## config.mk

```make
export PLATFORM = sky130hd
export DESIGN_NAME = if_stage
export DESIGN_NICKNAME = d
export VERILOG_FILES = /design/src/rtl/if_stage_pkg.sv /design/src/rtl/if_skid_buf.sv /design/src/rtl/if_stage.sv
export SDC_FILE = /design/constraint.sdc
export NUM_CORES = 1
export LEC_CHECK = 0
export ABC_CLOCK_PERIOD_IN_PS = 11700
export CORE_ASPECT_RATIO = 1.5
export CORE_UTILIZATION = 50
export DETAILED_ROUTE_END_ITERATION = 8
export PLACE_DENSITY_LB_ADDON = 0.1
export SYNTH_ARGS = -nofsm -noshare
export SYNTH_HDL_FRONTEND = slang
export SYNTH_SLANG_ARGS = --single-unit
```

## constraint.sdc

```tcl
create_clock -name clk -period 11.7 [get_ports clk]
set_clock_uncertainty 0.05 [all_clocks]
set_input_delay 2.34 -clock clk [delete_from_list [all_inputs] [get_ports clk]]
set_output_delay 2.34 -clock clk [all_outputs]
set_load 0.005 [all_outputs]
```

## src/rtl/if_stage_pkg.sv

```systemverilog
// Shared definitions for the instruction-fetch stage: reset vector, NOP encoding,
// bus widths and FSM state encodings.
package if_stage_pkg;

  localparam int InstAddrBus = 32;
  localparam int InstBus     = 32;

  localparam logic [InstAddrBus-1:0] DEF_RESET_PC = 32'h1C00_0000;
  localparam logic [InstBus-1:0]     DEF_NOP_INST = 32'h0340_0000;

  typedef enum logic [1:0] {
    IF_IDLE = 2'd0,
    IF_REQ  = 2'd1,
    IF_WAIT = 2'd2,
    IF_HOLD = 2'd3
  } if_state_e;

endpackage

```

## src/rtl/if_skid_buf.sv

```systemverilog
// One-entry {pc, inst} skid buffer. Flush wins over push; push wins over pop.
module if_skid_buf
  import if_stage_pkg::*;
(
  input  logic                   clk,
  input  logic                   rst,
  input  logic                   flush_i,
  input  logic                   push_i,
  input  logic                   pop_i,
  input  logic [InstAddrBus-1:0] pc_i,
  input  logic [InstBus-1:0]     inst_i,
  output logic                   full_o,
  output logic [InstAddrBus-1:0] pc_o,
  output logic [InstBus-1:0]     inst_o
);

  logic                   full_q, full_d;
  logic [InstAddrBus-1:0] pc_q;
  logic [InstBus-1:0]     inst_q;

  always_comb begin
    full_d = full_q;
    if (flush_i)     full_d = 1'b0;
    else if (push_i) full_d = 1'b1;
    else if (pop_i)  full_d = 1'b0;
  end

  always_ff @(posedge clk) begin
    if (rst) full_q <= 1'b0;
    else     full_q <= full_d;
  end

  // Payload needs no reset: it is only observed while full_q is set.
  always_ff @(posedge clk) begin
    if (push_i) begin
      pc_q   <= pc_i;
      inst_q <= inst_i;
    end
  end

  assign full_o = full_q;
  assign pc_o   = pc_q;
  assign inst_o = inst_q;

endmodule

```

## src/rtl/if_stage.sv

```systemverilog
// Instruction-fetch stage: PC generation, single-outstanding SRAM requests and the
// IF/ID register with a skid buffer. Optional macro IF_ALIGN_CHECK_EN adds adef_o.
module if_stage
  import if_stage_pkg::*;
#(
  parameter logic [InstAddrBus-1:0] RESET_PC = DEF_RESET_PC,
  parameter logic [InstBus-1:0]     NOP_INST = DEF_NOP_INST
) (
  input  logic                   clk,
  input  logic                   rst,
  output logic                   inst_req_o,
  output logic [InstAddrBus-1:0] inst_addr_o,
  input  logic                   inst_gnt_i,
  input  logic                   inst_rvalid_i,
  input  logic [InstBus-1:0]     inst_rdata_i,
  input  logic                   stall_i,
  input  logic                   branch_flag_i,
  input  logic [InstAddrBus-1:0] branch_target_i,
  output logic [InstAddrBus-1:0] pc_o,
  output logic [InstBus-1:0]     inst_o,
`ifdef IF_ALIGN_CHECK_EN
  output logic                   adef_o,
`endif
  output logic                   valid_o
);

  if_state_e              state_q, state_d;
  logic [InstAddrBus-1:0] pc_q, pc_d, tgt_q, tgt_d, rspPc_q, rspPc_d, outPc_q, outPc_d;
  logic [InstBus-1:0]     outInst_q, outInst_d;
  logic                   req_q, req_d, drop_q, drop_d, redirPend_q, redirPend_d;
  logic                   outValid_q, outValid_d, adef_q, adef_d;
  logic [InstAddrBus-1:0] tgtAddr;
  logic                   misaligned, rspFire, outFree, rstDrop;
  logic                   skidFull, skidPush, skidPop, skidFlush;
  logic [InstAddrBus-1:0] skidPc;
  logic [InstBus-1:0]     skidInst;

  assign tgtAddr = branch_target_i & 32'hFFFF_FFFC;
`ifdef IF_ALIGN_CHECK_EN
  assign misaligned = |branch_target_i[1:0];
  assign adef_o     = adef_q;
`else
  assign misaligned = 1'b0;
`endif

  assign outFree = !outValid_q || !stall_i;
  assign rspFire = inst_rvalid_i && !drop_q && (state_q == IF_WAIT);
  // A response still owed to us at reset (pending or granted this cycle) must be dropped.
  assign rstDrop = ((state_q == IF_WAIT || drop_q) && !inst_rvalid_i) || (req_q && inst_gnt_i);

  always_comb begin
    state_d     = state_q;
    pc_d        = pc_q;
    tgt_d       = tgt_q;
    rspPc_d     = rspPc_q;
    drop_d      = drop_q;
    redirPend_d = redirPend_q;
    outValid_d  = outValid_q;
    outPc_d     = outPc_q;
    outInst_d   = outInst_q;
    adef_d      = adef_q;
    skidPush    = 1'b0;
    skidPop     = 1'b0;
    skidFlush   = 1'b0;

    if (inst_rvalid_i && drop_q) drop_d = 1'b0;
    if (req_q && inst_gnt_i) rspPc_d = pc_q;

    if (branch_flag_i) begin
      skidFlush  = 1'b1;
      outValid_d = misaligned;
      outPc_d    = misaligned ? branch_target_i : outPc_q;
      outInst_d  = NOP_INST;
      adef_d     = misaligned;
      case (state_q)
        IF_REQ: begin
          if (req_q && inst_gnt_i) begin
            state_d     = IF_WAIT;
            drop_d      = 1'b1;
            pc_d        = tgtAddr;
            redirPend_d = 1'b0;
          end else if (req_q) begin
            redirPend_d = 1'b1;
            tgt_d       = tgtAddr;
          end else begin
            pc_d = tgtAddr;
          end
        end
        IF_WAIT: begin
          pc_d    = tgtAddr;
          drop_d  = !inst_rvalid_i;
          state_d = inst_rvalid_i ? IF_REQ : IF_WAIT;
        end
        default: begin
          pc_d    = tgtAddr;
          state_d = IF_REQ;
        end
      endcase
    end else begin
      // Skid contents always go to decode before any newer response.
      if (skidFull && outFree) begin
        skidPop    = 1'b1;
        outValid_d = 1'b1;
        outPc_d    = skidPc;
        outInst_d  = skidInst;
      end else if (rspFire && outFree) begin
        outValid_d = 1'b1;
        outPc_d    = rspPc_q;
        outInst_d  = inst_rdata_i;
      end else if (rspFire) begin
        skidPush = 1'b1;
      end else if (outValid_q && !stall_i) begin
        outValid_d = 1'b0;
        outInst_d  = NOP_INST;
      end

      case (state_q)
        IF_IDLE: state_d = IF_REQ;
        IF_REQ: begin
          if (req_q && inst_gnt_i) begin
            state_d     = IF_WAIT;
            pc_d        = redirPend_q ? tgt_q : pc_q + 32'd4;
            drop_d      = redirPend_q;
            redirPend_d = 1'b0;
          end
        end
        IF_WAIT: begin
          if (inst_rvalid_i) state_d = skidPush ? IF_HOLD : IF_REQ;
        end
        IF_HOLD: begin
          if (skidPop) state_d = IF_REQ;
        end
        default: state_d = IF_IDLE;
      endcase
    end

    req_d = (state_d == IF_REQ) && !drop_d && (!adef_d || redirPend_d);
  end

  always_ff @(posedge clk) begin
    if (rst) begin
      state_q     <= IF_IDLE;
      pc_q        <= RESET_PC;
      tgt_q       <= RESET_PC;
      rspPc_q     <= RESET_PC;
      req_q       <= 1'b0;
      drop_q      <= rstDrop;
      redirPend_q <= 1'b0;
      outValid_q  <= 1'b0;
      outPc_q     <= '0;
      outInst_q   <= NOP_INST;
      adef_q      <= 1'b0;
    end else begin
      state_q     <= state_d;
      pc_q        <= pc_d;
      tgt_q       <= tgt_d;
      rspPc_q     <= rspPc_d;
      req_q       <= req_d;
      drop_q      <= drop_d;
      redirPend_q <= redirPend_d;
      outValid_q  <= outValid_d;
      outPc_q     <= outPc_d;
      outInst_q   <= outInst_d;
      adef_q      <= adef_d;
    end
  end

  if_skid_buf u_skid (
    .clk     (clk),
    .rst     (rst),
    .flush_i (skidFlush),
    .push_i  (skidPush),
    .pop_i   (skidPop),
    .pc_i    (rspPc_q),
    .inst_i  (inst_rdata_i),
    .full_o  (skidFull),
    .pc_o    (skidPc),
    .inst_o  (skidInst)
  );

  assign inst_req_o  = req_q;
  assign inst_addr_o = pc_q;
  assign pc_o        = outPc_q;
  assign inst_o      = outInst_q;
  assign valid_o     = outValid_q;

endmodule

```

==> impl_table.tex, run 1 <==
\begin{tabular}{lr}
\hline
Metric & Value \\
\hline
\multicolumn{2}{l}{\textbf{Status}} \\
\quad Status & finished, final reports clean \\
\multicolumn{2}{l}{\textbf{Worst setup path}} \\
\quad Worst-path fanout max & 45 \\
\quad Worst Reg2Reg Path Length in Cells & 6 \\
\quad Cell class contributing the biggest share of worst-path delay & buffers and inverters \\
\quad Start of the worst register-to-register path & state\_q[0] \\
\quad Endpoint class of the critical path & register \\
\quad CP startpoint kind & input pin \\
\quad Data arrival, critical path & 4.46 ns \\
\quad Required time worst endpoint & 11.78 ns \\
\quad Cell Chain, Critical Path & clkdlybuf4s50\_1 > nand3b\_1 > nand2b\_1 > nor2\_4 > buf\_4 \\
\quad CP bufs+invs & 2 \\
\quad Critical R2R Capture & u\_skid.pc\_o[12] \\
\quad Slowest stage cell on the critical path & buf\_4 \\
\quad Delay of the slowest cell on the worst path & 0.60 ns \\
\quad Register-to-register path setup slack & 9.03 ns \\
\quad Type of the worst setup path & input pin to register \\
\multicolumn{2}{l}{\textbf{CTS}} \\
\quad CTS clock-pin slew for the worst setup and hold paths & 0.06 ns \\
\quad Num CTS Buffers & 22 \\
\quad Clock tree root driver cell & clkbuf\_16 \\
\quad Maximum clock insertion buffer count & 3 \\
\quad Number of clock sinks seen by CTS & 222 \\
\quad Quantity of gates resized following cts & 0 \\
\quad TritonCTS clock tree & done \\
\quad Setup Buffers After CTS & 0 \\
\quad CTS HTree Levels & 1 \\
\quad Post-cts hold buffer count & 0 \\
\quad Skew-Pair Late Insertion Delay & 0.50 ns \\
\multicolumn{2}{l}{\textbf{Routing}} \\
\quad Drt initial violations & 573 \\
\quad Router iterations before antenna repair & 5 \\
\quad DRT antenna net count & 0 \\
\quad Average wire per standard cell & 16.7 microns \\
\quad DR DRC count & 0 \\
\quad Routed via count divided by cell count & 5.58 \\
\quad Routed Wire Length & 23400 microns \\
\quad DR vias & 7799 \\
\multicolumn{2}{l}{\textbf{STA}} \\
\quad Worst slew slack as a fraction of its limit & 24.0\% \\
\quad Min Clock Period, post-route & 4.38 ns \\
\quad Final number of setup-violating endpoints & 0 \\
\quad Final number of max-transition violations & 0 \\
\quad Maximum clock frequency & 0.229 GHz \\
\quad Setup TNS after final layout & 0 ns \\
\quad RSZ-0062 raised after global routing & false \\
\quad Final worst slack & 7.32 ns \\
\quad Final clock period utilization by the worst path & 37.4\% \\
\quad Final Hold Viols & 0 \\
\quad Worst slew pin tran & 1.14 ns \\
\multicolumn{2}{l}{\textbf{Job}} \\
\quad Max-cap viol count & 0 \\
\multicolumn{2}{l}{\textbf{GRT}} \\
\quad Via count of the first global-routing pass & 7224 \\
\quad Overflow after GRT & 0 \\
\quad First-pass GRT wire length & 37700 microns \\
\quad Maximum number of pins on one net before global-route repair & 89 \\
\quad Number of antenna violations at the first check in global routing & 0 \\
\quad GR Util All Layers & 23.8\% \\
\multicolumn{2}{l}{\textbf{Logic synthesis}} \\
\quad Most used flip-flop cell after synthesis & dfxtp\_1 \\
\quad Gate Count Post-Synth & 1019 \\
\quad Netlist area before placement & 0.00957 sq mm \\
\quad Count of cell types in the netlist & 70 \\
\quad Register bit total from synthesis & 222 \\
\quad Synth warnings & 0 \\
\quad Largest area contributor in the netlist & dfxtp\_1 \\
\quad Share of flip-flops with an asynchronous set or reset after synthesis & 0\% \\
\quad Proportion of netlist area held by the largest area contributor & 33.5\% \\
\quad Share of synthesized area occupied by flip-flops and latches & 52.9\% \\
\quad Number of synthesized flops with an enable pin & 62 \\
\quad Leading post-synthesis cells by cell area & dfxtp\_1 33\%, edfxtp\_1 19\%, nand2\_1 6.8\% \\
\quad Mean area per synthesized cell & 9.40 sq um \\
\multicolumn{2}{l}{\textbf{Power and ir drop}} \\
\quad Leakage Power & 0.00418 uW \\
\quad Max VDD drop & 123 uV \\
\quad Total power per unit cell area & 141 mW/mm\^{}2 \\
\multicolumn{2}{l}{\textbf{Placement}} \\
\quad Placer Congestion & 0.849 \\
\quad I/O Buffers & 161 \\
\quad Pre-CTS setup slack & 6.82 ns \\
\quad Post-detail-place hpwl & 15100 microns \\
\multicolumn{2}{l}{\textbf{Cells and area}} \\
\quad Leading cell type in the layout, fill and taps excluded & nand2\_1 \\
\quad Area growth from synthesis to layout & 24.4\% \\
\quad Register area & 0.00506 sq mm \\
\quad Total inserted antenna cells & 0 \\
\quad Fraction of final layout cells with drive strength greater than 1 & 6.37\% \\
\quad Multi-input combinational cell area & 0.00407 sq mm \\
\quad Fillcell total & 1649 \\
\quad Total Nets Final & 1206 \\
\quad Most frequent cells in the layout & 174 x nand2\_1, 160 x dfxtp\_1, 159 x clkdlybuf4s50\_1 \\
\multicolumn{2}{l}{\textbf{Floorplanning}} \\
\quad I/O pin count & 168 \\
\quad Area inside the core boundary & 0.0186 sq mm \\
\quad Die Width & 115 microns \\
\quad Effective utilization at floorplan & 51.4\% \\
\quad Rows & 61 \\
\quad Die boundary height & 171 microns \\
\quad Die Footprint & 0.0197 sq mm \\
\multicolumn{2}{l}{\textbf{Worst hold path}} \\
\quad Count of cells along the worst hold path & 2 \\
\quad Worst Hold Class & register to register \\
\quad Endpoint with the worst hold slack & tgt\_q[24] \\
\quad Worst Min Path Start & tgt\_q[24] \\
\hline
\end{tabular}
worst register-to-register path: cells and delay by family, from the launching register on:
kind	cells	cell delay, ns
AND/OR/NAND/NOR	3	0.93
flip-flops	1	0.36
buffers and inverters	2	0.71
adder cells (fa/ha/maj)	1	0.23
per-layer routing:
metal  part of all wire, %  global-route usage [%]  up-vias
met5                     0                       0        -
met4                   1.6                    6.10        0
met3                   5.9                    2.61       26
met2                    49                    40.7      254
met1                    44                    31.9     3613
li1                      -                       -     3906
cell families after synthesis:
logic type               after synthesis  share of synthesized area (%)
AO/OA/AOI/OAI                        245                           16.9
multiplexers                          42                           4.42
buffers and inverters                 98                           5.15
other                                  1                         0.0392
adder cells (fa/ha/maj)                6                          0.784
AND/OR/NAND/NOR                      400                           19.4
flip-flops                           222                           52.9
XOR/XNOR                               5                          0.457
worst max path at each step:
| stage | from | end | slack [ns] | depth (start not counted) |
|---|---|---|---|---|
| 6_report | inst_rvalid_i | u_skid.pc_o[12] | 7.32 | 5 |
| 5_1_grt | inst_rvalid_i | u_skid.pc_o[12] | 7.16 | 5 |
| 4_1_cts | inst_rvalid_i | u_skid.pc_o[7] | 7.33 | 5 |
| 2_1_floorplan | branch_flag_i | u_skid.inst_o[0] | 5.71 | 4 |
| 3_5_place_dp | inst_rvalid_i | u_skid.pc_o[5] | 6.82 | 5 |
| 3_3_place_gp | inst_rvalid_i | u_skid.pc_o[5] | 6.82 | 5 |
cell usage after synthesis (3+ instances only):
master / count
nand2_1: 174
dfxtp_1: 160
a21oi_1: 89
nor2_1: 89
edfxtp_1: 62
clkbuf_1: 53
mux2i_1: 40
a211oi_1: 38
nor3_1: 36
o21ai_0: 33
a221oi_1: 31
nand3_1: 30
buf_2: 18
o211ai_1: 12
and3_1: 10
nor4_1: 10
nand4_1: 9
or3_1: 9
buf_4: 8
a31oi_1: 7
inv_1: 7
ha_1: 6
o221ai_1: 6
and2_1: 5
xnor2_1: 5
buf_6: 4
clkbuf_8: 4
nor4_2: 4
and4_1: 3
nor2b_1: 3
metrics by stage:
stage               power, uW  instances  hold WS (ns)  cell area, sq um  util [%]
finish                   1680       1398         0.400             11900      64.0
global placement          987       1358         0.387             11200      60.0
floorplan                 921       1022         0.380              9590         -
detailed placement        989       1358         0.394             11200      60.0
global route             1740       1398         0.422             11900      64.0
CTS                      1700       1398         0.401             11900      64.0
registers in the layout, indices dropped and copies added (netlist names):
register and flops:
adef_q 1, inst_req_o 1, tgt_q 30, redirPend_q 1
u_skid.inst_o 32, inst_addr_o 30, inst_o 32, state_q 2
drop_q 1, u_skid.pc_o 30, u_skid.full_o 1, valid_o 1
pc_o 30, rspPc_q 30
cell type report:
cell class | instances | area share [%]
inverters | 8 | 0.252
repair buffers | 174 | 14.3
flip-flops and latches | 222 | 42.5
clock buffers | 28 | 5.16
well taps | 252 | 2.65
clock inverters | 12 | 0.987
multi-input cells | 702 | 34.1
power breakdown:
part	internal (uW)	switching (uW)
Clock	417	293
Sequential	805	26.6
Combinational	67.2	74.8
No activity file was read; power rests on OpenSTA's default activity.
==> inputs of run 2 (changes only) <==
--- a/config.mk
+++ b/config.mk
@@ -5,7 +5,7 @@
 export SDC_FILE = /design/constraint.sdc
 export NUM_CORES = 1
 export LEC_CHECK = 0
-export ABC_CLOCK_PERIOD_IN_PS = 11700
+export ABC_CLOCK_PERIOD_IN_PS = 4400
 export CORE_ASPECT_RATIO = 1.5
 export CORE_UTILIZATION = 50
 export DETAILED_ROUTE_END_ITERATION = 8
==> constraint.sdc (replaced) <==
create_clock -name clk -period 4.4 [get_ports clk]
set_clock_uncertainty 0.05 [all_clocks]
set_input_delay 0.88 -clock clk [delete_from_list [all_inputs] [get_ports clk]]
set_output_delay 0.88 -clock clk [all_outputs]
set_load 0.005 [all_outputs]
==> run 2 against run 1 <==
Effect of this change: worst hold slack worse by 0.00085 ns; largest power group unchanged; sequential share of layout area is 0.12 points higher; die area stayed put; sequential power grew to 2.7 times the previous value; critical endpoint is now inst_addr_o[24]; count of clock-buffer cells in the layout is 6 higher; cell count is 0.29% higher.
==> impl_table.tex, run 2 (synthesis gave the netlist of run 1 again) <==
\begin{tabular}{lr}
\hline
Metric & Value \\
\hline
\multicolumn{2}{l}{\textbf{Worst setup path}} \\
\quad Delay of the slowest cell on the worst path & 0.55 ns (-0.05 ns) \\
\quad Required time worst endpoint & 4.71 ns (-7.07 ns) \\
\quad Cell class contributing the biggest share of worst-path delay & buffers and inverters \\
\quad Endpoint class of the critical path & register \\
\quad CP startpoint kind & input pin \\
\quad Crit. Startpoint & inst\_gnt\_i \\
\quad CP bufs+invs & 2 (unchanged) \\
\quad Slowest stage cell on the critical path & clkdlybuf4s50\_1 \\
\quad Data arrival, critical path & 3.08 ns (-1.38 ns) \\
\quad Start of the worst register-to-register path & state\_q[1] \\
\quad Worst-path fanout max & 20 (-56\%) \\
\quad Type of the worst setup path & input pin to register \\
\quad Cell Chain, Critical Path & clkdlybuf4s50\_1 > and3\_1 > a21o\_1 > buf\_4 > nand2\_1 > o311ai\_0 > o2bb2ai\_1 \\
\multicolumn{2}{l}{\textbf{Power and ir drop}} \\
\quad Net load switching power & 1020 uW (+160\%) \\
\quad Total power per unit cell area & 367 mW/mm\^{}2 (+160\%) \\
\quad Sequential group share of total power & 50.7\% (+1.3 points) \\
\quad Net Sw Frac & 23.3\% (-0.087 points) \\
\quad Leakage Power & 0.00416 uW (-0.39\%) \\
\quad Proportion of power drawn by combinational gates & 8.7\% (+0.3 points) \\
\quad Max VDD drop & 331 uV (+170\%) \\
\quad Portion of total power attributed to the clock network & 40.6\% (-1.6 points) \\
\quad Internal power of the cells & 3340 uW (+160\%) \\
\multicolumn{2}{l}{\textbf{GRT}} \\
\quad Via count of the first global-routing pass & 7439 (+3.0\%) \\
\quad Maximum number of pins on one net before global-route repair & 67 (-25\%) \\
\quad First-pass GRT wire length & 38000 microns (+0.93\%) \\
\quad Overflow after GRT & 0 (unchanged) \\
\quad Number of antenna violations at the first check in global routing & 0 (unchanged) \\
\quad GR Util All Layers & 23.9\% (+0.12 points) \\
\multicolumn{2}{l}{\textbf{STA}} \\
\quad Final clock period utilization by the worst path & 62.9\% \\
\quad Min Clock Period, post-route & 2.77 ns \\
\quad Maximum clock frequency & 0.361 GHz \\
\quad Final number of max-transition violations & 0 (unchanged) \\
\quad Worst hold slack & 0.399 ns (-0.000847 ns) \\
\quad Final Hold Viols & 0 (unchanged) \\
\quad RSZ-0062 raised after global routing & false \\
\quad Worst slew pin tran & 1.17 ns (+0.0278 ns) \\
\quad Worst slew slack as a fraction of its limit & 22.1\% (-1.9 points) \\
\quad Final number of setup-violating endpoints & 0 (unchanged) \\
\quad Setup TNS after final layout & 0 ns (unchanged) \\
\multicolumn{2}{l}{\textbf{Placement}} \\
\quad Post-detail-place hpwl & 15400 microns (+1.8\%) \\
\quad Placer Congestion & 0.836 (-1.5\%) \\
\quad I/O Buffers & 161 (unchanged) \\
\quad Number of placed instances with taps included & 1362 (+0.29\%) \\
\multicolumn{2}{l}{\textbf{CTS}} \\
\quad Setup Buffers After CTS & 0 (unchanged) \\
\quad Quantity of gates resized following cts & 0 (unchanged) \\
\quad CTS clock-pin slew for the worst setup and hold paths & 0.06 ns (about the same) \\
\quad Number of clock sinks seen by CTS & 222 (unchanged) \\
\quad Num CTS Buffers & 22 (unchanged) \\
\quad Maximum clock insertion buffer count & 3 (unchanged) \\
\quad Skew-Pair Late Insertion Delay & 0.50 ns (about the same) \\
\quad Post-cts hold buffer count & 0 (unchanged) \\
\quad CTS HTree Levels & 1 (unchanged) \\
\quad TritonCTS clock tree & done \\
\quad Clock tree root driver cell & clkbuf\_16 \\
\multicolumn{2}{l}{\textbf{Floorplanning}} \\
\quad Die Footprint & 0.0197 sq mm (unchanged) \\
\quad Effective utilization at floorplan & 51.4\% (unchanged) \\
\quad Die Width & 115 microns (unchanged) \\
\quad Die boundary height & 171 microns (unchanged) \\
\quad I/O pin count & 168 (unchanged) \\
\quad Area inside the core boundary & 0.0186 sq mm (unchanged) \\
\quad Rows & 61 (unchanged) \\
\multicolumn{2}{l}{\textbf{Routing}} \\
\quad Drt initial violations & 590 (+3.0\%) \\
\quad Routed Wire Length & 23400 microns (about the same) \\
\quad Routed via count divided by cell count & 5.63 (+0.90\%) \\
\quad Router iterations before antenna repair & 5 (unchanged) \\
\quad Average wire per standard cell & 16.7 microns (-0.22\%) \\
\quad DR vias & 7892 (+1.2\%) \\
\quad DRT antenna net count & 0 (unchanged) \\
\quad DR DRC count & 0 (unchanged) \\
\multicolumn{2}{l}{\textbf{Job}} \\
\quad Max-cap viol count & 0 (unchanged) \\
\multicolumn{2}{l}{\textbf{Cells and area}} \\
\quad Fraction of final layout cells with drive strength greater than 1 & 6.00\% (-0.37 points) \\
\quad Leading cell type in the layout, fill and taps excluded & nand2\_1 \\
\quad Most frequent cells in the layout & 174 x nand2\_1, 160 x dfxtp\_1, 159 x clkdlybuf4s50\_1 \\
\quad Fillcell total & 1689 (+2.4\%) \\
\quad Total inserted antenna cells & 0 (unchanged) \\
\quad Area growth from synthesis to layout & 24.1\% \\
\quad Number of non-filler instances in the completed layout & 1402 (+0.29\%) \\
\quad Total Nets Final & 1210 (+0.33\%) \\
\multicolumn{2}{l}{\textbf{Worst hold path}} \\
\quad Worst Hold Class & register to register \\
\quad Worst Min Path Start & tgt\_q[25] \\
\multicolumn{2}{l}{\textbf{Status}} \\
\quad Status & finished, final reports clean \\
\hline
\end{tabular}
[run 2: metal layers]
metal | GRT usage [%] | up-vias | wire [microns]
li1 | - | 3920 | -
met1 | 31.1 | 3679 | 9950
met4 | 6.83 | 0 | 478
met5 | 0 | - | 0
met3 | 2.82 | 32 | 1440
met2 | 41.6 | 261 | 11500
[run 2: power groups by stage]
stage | registers (uW) | logic, uW | clock network, uW
2_1_floorplan | 2220 | 226 | 0
3_3_place_gp | 2250 | 373 | 0
3_5_place_dp | 2250 | 377 | 0
4_1_cts | 2210 | 380 | 1800
5_1_grt | 2220 | 419 | 1890
6_report | 2210 | 379 | 1770
[run 2: worst min-delay path, delay by kind of cell (launching register included)]
family | cells | cell delay, ns
AO/OA/AOI/OAI | 1 | 0.05
flip-flops | 1 | 0.30
AND/OR/NAND/NOR | 1 | 0.05
[run 2: worst paths after layout]
check                    end  slack [ns]  depth (start not counted)
max          inst_addr_o[24]        1.63                          7
min                tgt_q[25]        0.40                          2
max reg2reg  inst_addr_o[24]        1.78                          8
min reg2reg        tgt_q[25]        0.40                          2
[run 2: final cells by class]
type	count	area [sq um]	area share, %
Tap cell	252	315	2.65
Clock inverter	6	52.6	0.442
Clock buffer	34	617	5.19
Sequential cell	222	5060	42.6
Multi-Input combinational cell	702	4070	34.2
Inverter	8	30.0	0.253
Timing Repair Buffer	178	1730	14.6
[run 2: stage by stage]
stage	utilization [%]	power (uW)	cell area, sq um	setup WS [ns]
finish	63.8	4360	11900	1.63
global route	63.8	4520	11900	1.45
CTS	63.8	4390	11900	1.68
detailed placement	60.2	2630	11200	1.15
global placement	60.2	2620	11200	1.19
floorplan	-	2450	9590	0.907
==> inputs of run 3 (changes only) <==
--- a/config.mk
+++ b/config.mk
@@ -5,9 +5,9 @@
 export SDC_FILE = /design/constraint.sdc
 export NUM_CORES = 1
 export LEC_CHECK = 0
-export ABC_CLOCK_PERIOD_IN_PS = 4400
+export ABC_CLOCK_PERIOD_IN_PS = 2530
 export CORE_ASPECT_RATIO = 1.5
-export CORE_UTILIZATION = 50
+export CORE_UTILIZATION = 48
 export DETAILED_ROUTE_END_ITERATION = 8
 export PLACE_DENSITY_LB_ADDON = 0.1
 export SYNTH_ARGS = -nofsm -noshare
==> constraint.sdc (replaced) <==
create_clock -name clk -period 2.53 [get_ports clk]
set_clock_uncertainty 0.05 [all_clocks]
set_input_delay 0.506 -clock clk [delete_from_list [all_inputs] [get_ports clk]]
set_output_delay 0.506 -clock clk [all_outputs]
set_load 0.005 [all_outputs]
==> run 3 against run 2 <==
Effect of this change: core utilization fell by 0.16 points; design area rose by 3.5%; critical path depth is 6 lower; routed wire length rose by 1.4%; register-to-register slack worse by 1.4 ns; setup slack worse by 1.3 ns; sequential power grew 73%; clock power grew 89%; global-route usage is 0.87 points lower.
==> impl_table.tex, run 3 (synthesis gave the netlist of run 1 again) <==
\begin{tabular}{lr}
\hline
Metric & Value \\
\hline
\multicolumn{2}{l}{\textbf{Status}} \\
\quad Status & finished, final reports clean \\
\multicolumn{2}{l}{\textbf{Worst hold path}} \\
\quad Count of cells along the worst hold path & 3 (+1) \\
\quad Worst Hold Class & input pin to register \\
\multicolumn{2}{l}{\textbf{STA}} \\
\quad RSZ-0062 raised after global routing & false \\
\quad Final number of max-transition violations & 0 (unchanged) \\
\quad Final clock period utilization by the worst path & 87.2\% \\
\quad Worst slew pin tran & 0.646 ns (-0.522 ns) \\
\quad Maximum clock frequency & 0.453 GHz \\
\quad Setup TNS after final layout & 0 ns (unchanged) \\
\quad Worst slew slack as a fraction of its limit & 56.9\% (+35 points) \\
\quad Final number of setup-violating endpoints & 0 (unchanged) \\
\quad Min Clock Period, post-route & 2.21 ns \\
\quad Final Hold Viols & 0 (unchanged) \\
\multicolumn{2}{l}{\textbf{Power and ir drop}} \\
\quad Net Sw Frac & 23.2\% (-0.11 points) \\
\quad Total power per unit cell area & 644 mW/mm\^{}2 (+75\%) \\
\quad Net load switching power & 1840 uW (+81\%) \\
\quad Total power & 7910 uW (+81\%) \\
\quad Leakage Power & 0.00439 uW (+5.3\%) \\
\quad Internal power of the cells & 6070 uW (+82\%) \\
\quad Proportion of power drawn by combinational gates & 9.2\% (+0.5 points) \\
\quad Sequential group share of total power & 48.4\% (-2.3 points) \\
\quad Portion of total power attributed to the clock network & 42.4\% (+1.8 points) \\
\quad Max VDD drop & 468 uV (+41\%) \\
\multicolumn{2}{l}{\textbf{Floorplanning}} \\
\quad Effective utilization at floorplan & 49.6\% (-1.8 points) \\
\quad Die Width & 117 microns (+2.0\%) \\
\quad Die boundary height & 175 microns (+2.0\%) \\
\quad Die Footprint & 0.0205 sq mm (+4.1\%) \\
\quad Area inside the core boundary & 0.0193 sq mm (+3.7\%) \\
\quad I/O pin count & 168 (unchanged) \\
\quad Rows & 62 (+1.6\%) \\
\multicolumn{2}{l}{\textbf{CTS}} \\
\quad Skew-Pair Late Insertion Delay & 0.50 ns (about the same) \\
\quad Setup Buffers After CTS & 0 (unchanged) \\
\quad Maximum clock insertion buffer count & 3 (unchanged) \\
\quad CTS clock-pin slew for the worst setup and hold paths & 0.07 ns (about the same) \\
\quad Clock tree root driver cell & clkbuf\_16 \\
\quad Post-cts hold buffer count & 0 (unchanged) \\
\quad Num CTS Buffers & 22 (unchanged) \\
\quad CTS HTree Levels & 1 (unchanged) \\
\quad Number of clock sinks seen by CTS & 222 (unchanged) \\
\quad Quantity of gates resized following cts & 0 (unchanged) \\
\quad TritonCTS clock tree & done \\
\multicolumn{2}{l}{\textbf{Cells and area}} \\
\quad Fraction of final layout cells with drive strength greater than 1 & 8.99\% (+3.0 points) \\
\quad Register area & 0.00506 sq mm (unchanged) \\
\quad Area growth from synthesis to layout & 28.3\% \\
\quad Leading cell type in the layout, fill and taps excluded & nand2\_1 \\
\quad Total inserted antenna cells & 0 (unchanged) \\
\quad Fillcell total & 1596 (-5.5\%) \\
\quad Non-Filler Cell Area, Final & 0.0123 sq mm (+3.5\%) \\
\quad Most frequent cells in the layout & 174 x nand2\_1, 160 x dfxtp\_1, 159 x clkdlybuf4s50\_1 \\
\quad Post-route core utilization & 63.6\% (-0.16 points) \\
\quad Total Nets Final & 1239 (+2.4\%) \\
\quad Number of non-filler instances in the completed layout & 1435 (+2.4\%) \\
\quad Multi-input combinational cell area & 0.00406 sq mm (-0.18\%) \\
\multicolumn{2}{l}{\textbf{Worst setup path}} \\
\quad Required time worst endpoint & 1.97 ns (-2.74 ns) \\
\quad Cell class contributing the biggest share of worst-path delay & buffers and inverters \\
\quad Type of the worst setup path & register to primary output \\
\quad Worst Reg2Reg Path Length in Cells & 8 (unchanged) \\
\quad CP bufs+invs & 1 (-1) \\
\quad Total stage count of the critical path & 1 (-6) \\
\quad Endpoint class of the critical path & primary output \\
\quad Cell Chain, Critical Path & clkdlybuf4s50\_1 \\
\quad Delay of the slowest cell on the worst path & 0.62 ns (+0.07 ns) \\
\quad Worst-path fanout max & 9 (-55\%) \\
\quad CP startpoint kind & register \\
\quad Data arrival, critical path & 1.65 ns (-1.43 ns) \\
\quad Slowest stage cell on the critical path & clkdlybuf4s50\_1 \\
\multicolumn{2}{l}{\textbf{Routing}} \\
\quad DR DRC count & 0 (unchanged) \\
\quad DRT antenna net count & 0 (unchanged) \\
\quad Total routed wire length on the met1 layer & 10100 microns (+1.8\%) \\
\quad Met3 wirelength from detailed routing & 1400 microns (-2.8\%) \\
\quad Drt initial violations & 493 (-16\%) \\
\quad DR vias & 8037 (+1.8\%) \\
\quad Average wire per standard cell & 16.5 microns (-0.89\%) \\
\quad Routed Wire Length & 23700 microns (+1.4\%) \\
\quad Top Layer Used & met4 \\
\quad Sum of met2 wire segment lengths after detailed routing & 11600 microns (+0.65\%) \\
\quad Routed via count divided by cell count & 5.60 (-0.50\%) \\
\quad Router iterations before antenna repair & 5 (unchanged) \\
\multicolumn{2}{l}{\textbf{GRT}} \\
\quad Maximum number of pins on one net before global-route repair & 118 (+76\%) \\
\quad Via count of the first global-routing pass & 7558 (+1.6\%) \\
\quad GR Util All Layers & 23.0\% (-0.87 points) \\
\quad First-pass GRT wire length & 38900 microns (+2.4\%) \\
\quad Number of antenna violations at the first check in global routing & 0 (unchanged) \\
\quad Overflow after GRT & 0 (unchanged) \\
\multicolumn{2}{l}{\textbf{Placement}} \\
\quad Number of placed instances with taps included & 1395 (+2.4\%) \\
\quad Post-detail-place hpwl & 16000 microns (+4.0\%) \\
\quad I/O Buffers & 161 (unchanged) \\
\quad Standard cell area after detailed placement & 0.0115 sq mm (+2.9\%) \\
\quad Placer Congestion & 0.886 (+5.9\%) \\
\multicolumn{2}{l}{\textbf{Job}} \\
\quad Max-cap viol count & 0 (unchanged) \\
\hline
\end{tabular}
-- run 3: path summary, 6_finish.rpt --
path	slack (ns)	start	endpoint
worst min register to register	0.40	tgt_q[24]	tgt_q[24]
worst max register to register	0.37	state_q[0]	inst_o[26]
worst min-delay path	0.37	rst	rspPc_q[28]
worst max-delay path	0.32	inst_addr_o[25]	inst_addr_o[25]
-- run 3: power groups by stage --
stage / Combinational [uW] / Clock, uW / Sequential (uW)
3_3_place_gp: 720 / 0 / 3900
6_report: 728 / 3350 / 3830
5_1_grt: 794 / 3560 / 3840
3_5_place_dp: 725 / 0 / 3900
2_1_floorplan: 393 / 0 / 3870
4_1_cts: 731 / 3430 / 3820
-- run 3: layout make-up --
type	count	area share, %
sequential	222	41.2
multi-input combinational	702	33.0
timing repair buffer	207	16.8
clock buffer	31	5.25
tap	256	2.61
clock inverter	9	0.865
inverter	8	0.244
-- run 3: layer usage --
layer  global-route usage, %  vias up
met3                    2.81       44
met4                    8.66        0
met2                    40.1      267
met5                       0        -
li1                        -     3990
met1                    29.1     3736
-- run 3: stage by stage --
stage                     worst slack, ns  hold slack [ns]
after floorplan                    0.0859            0.380
after global placement              0.156            0.387
after detailed placement            0.103            0.392
after CTS                           0.345            0.355
after global routing                0.227            0.382
final                               0.324            0.368
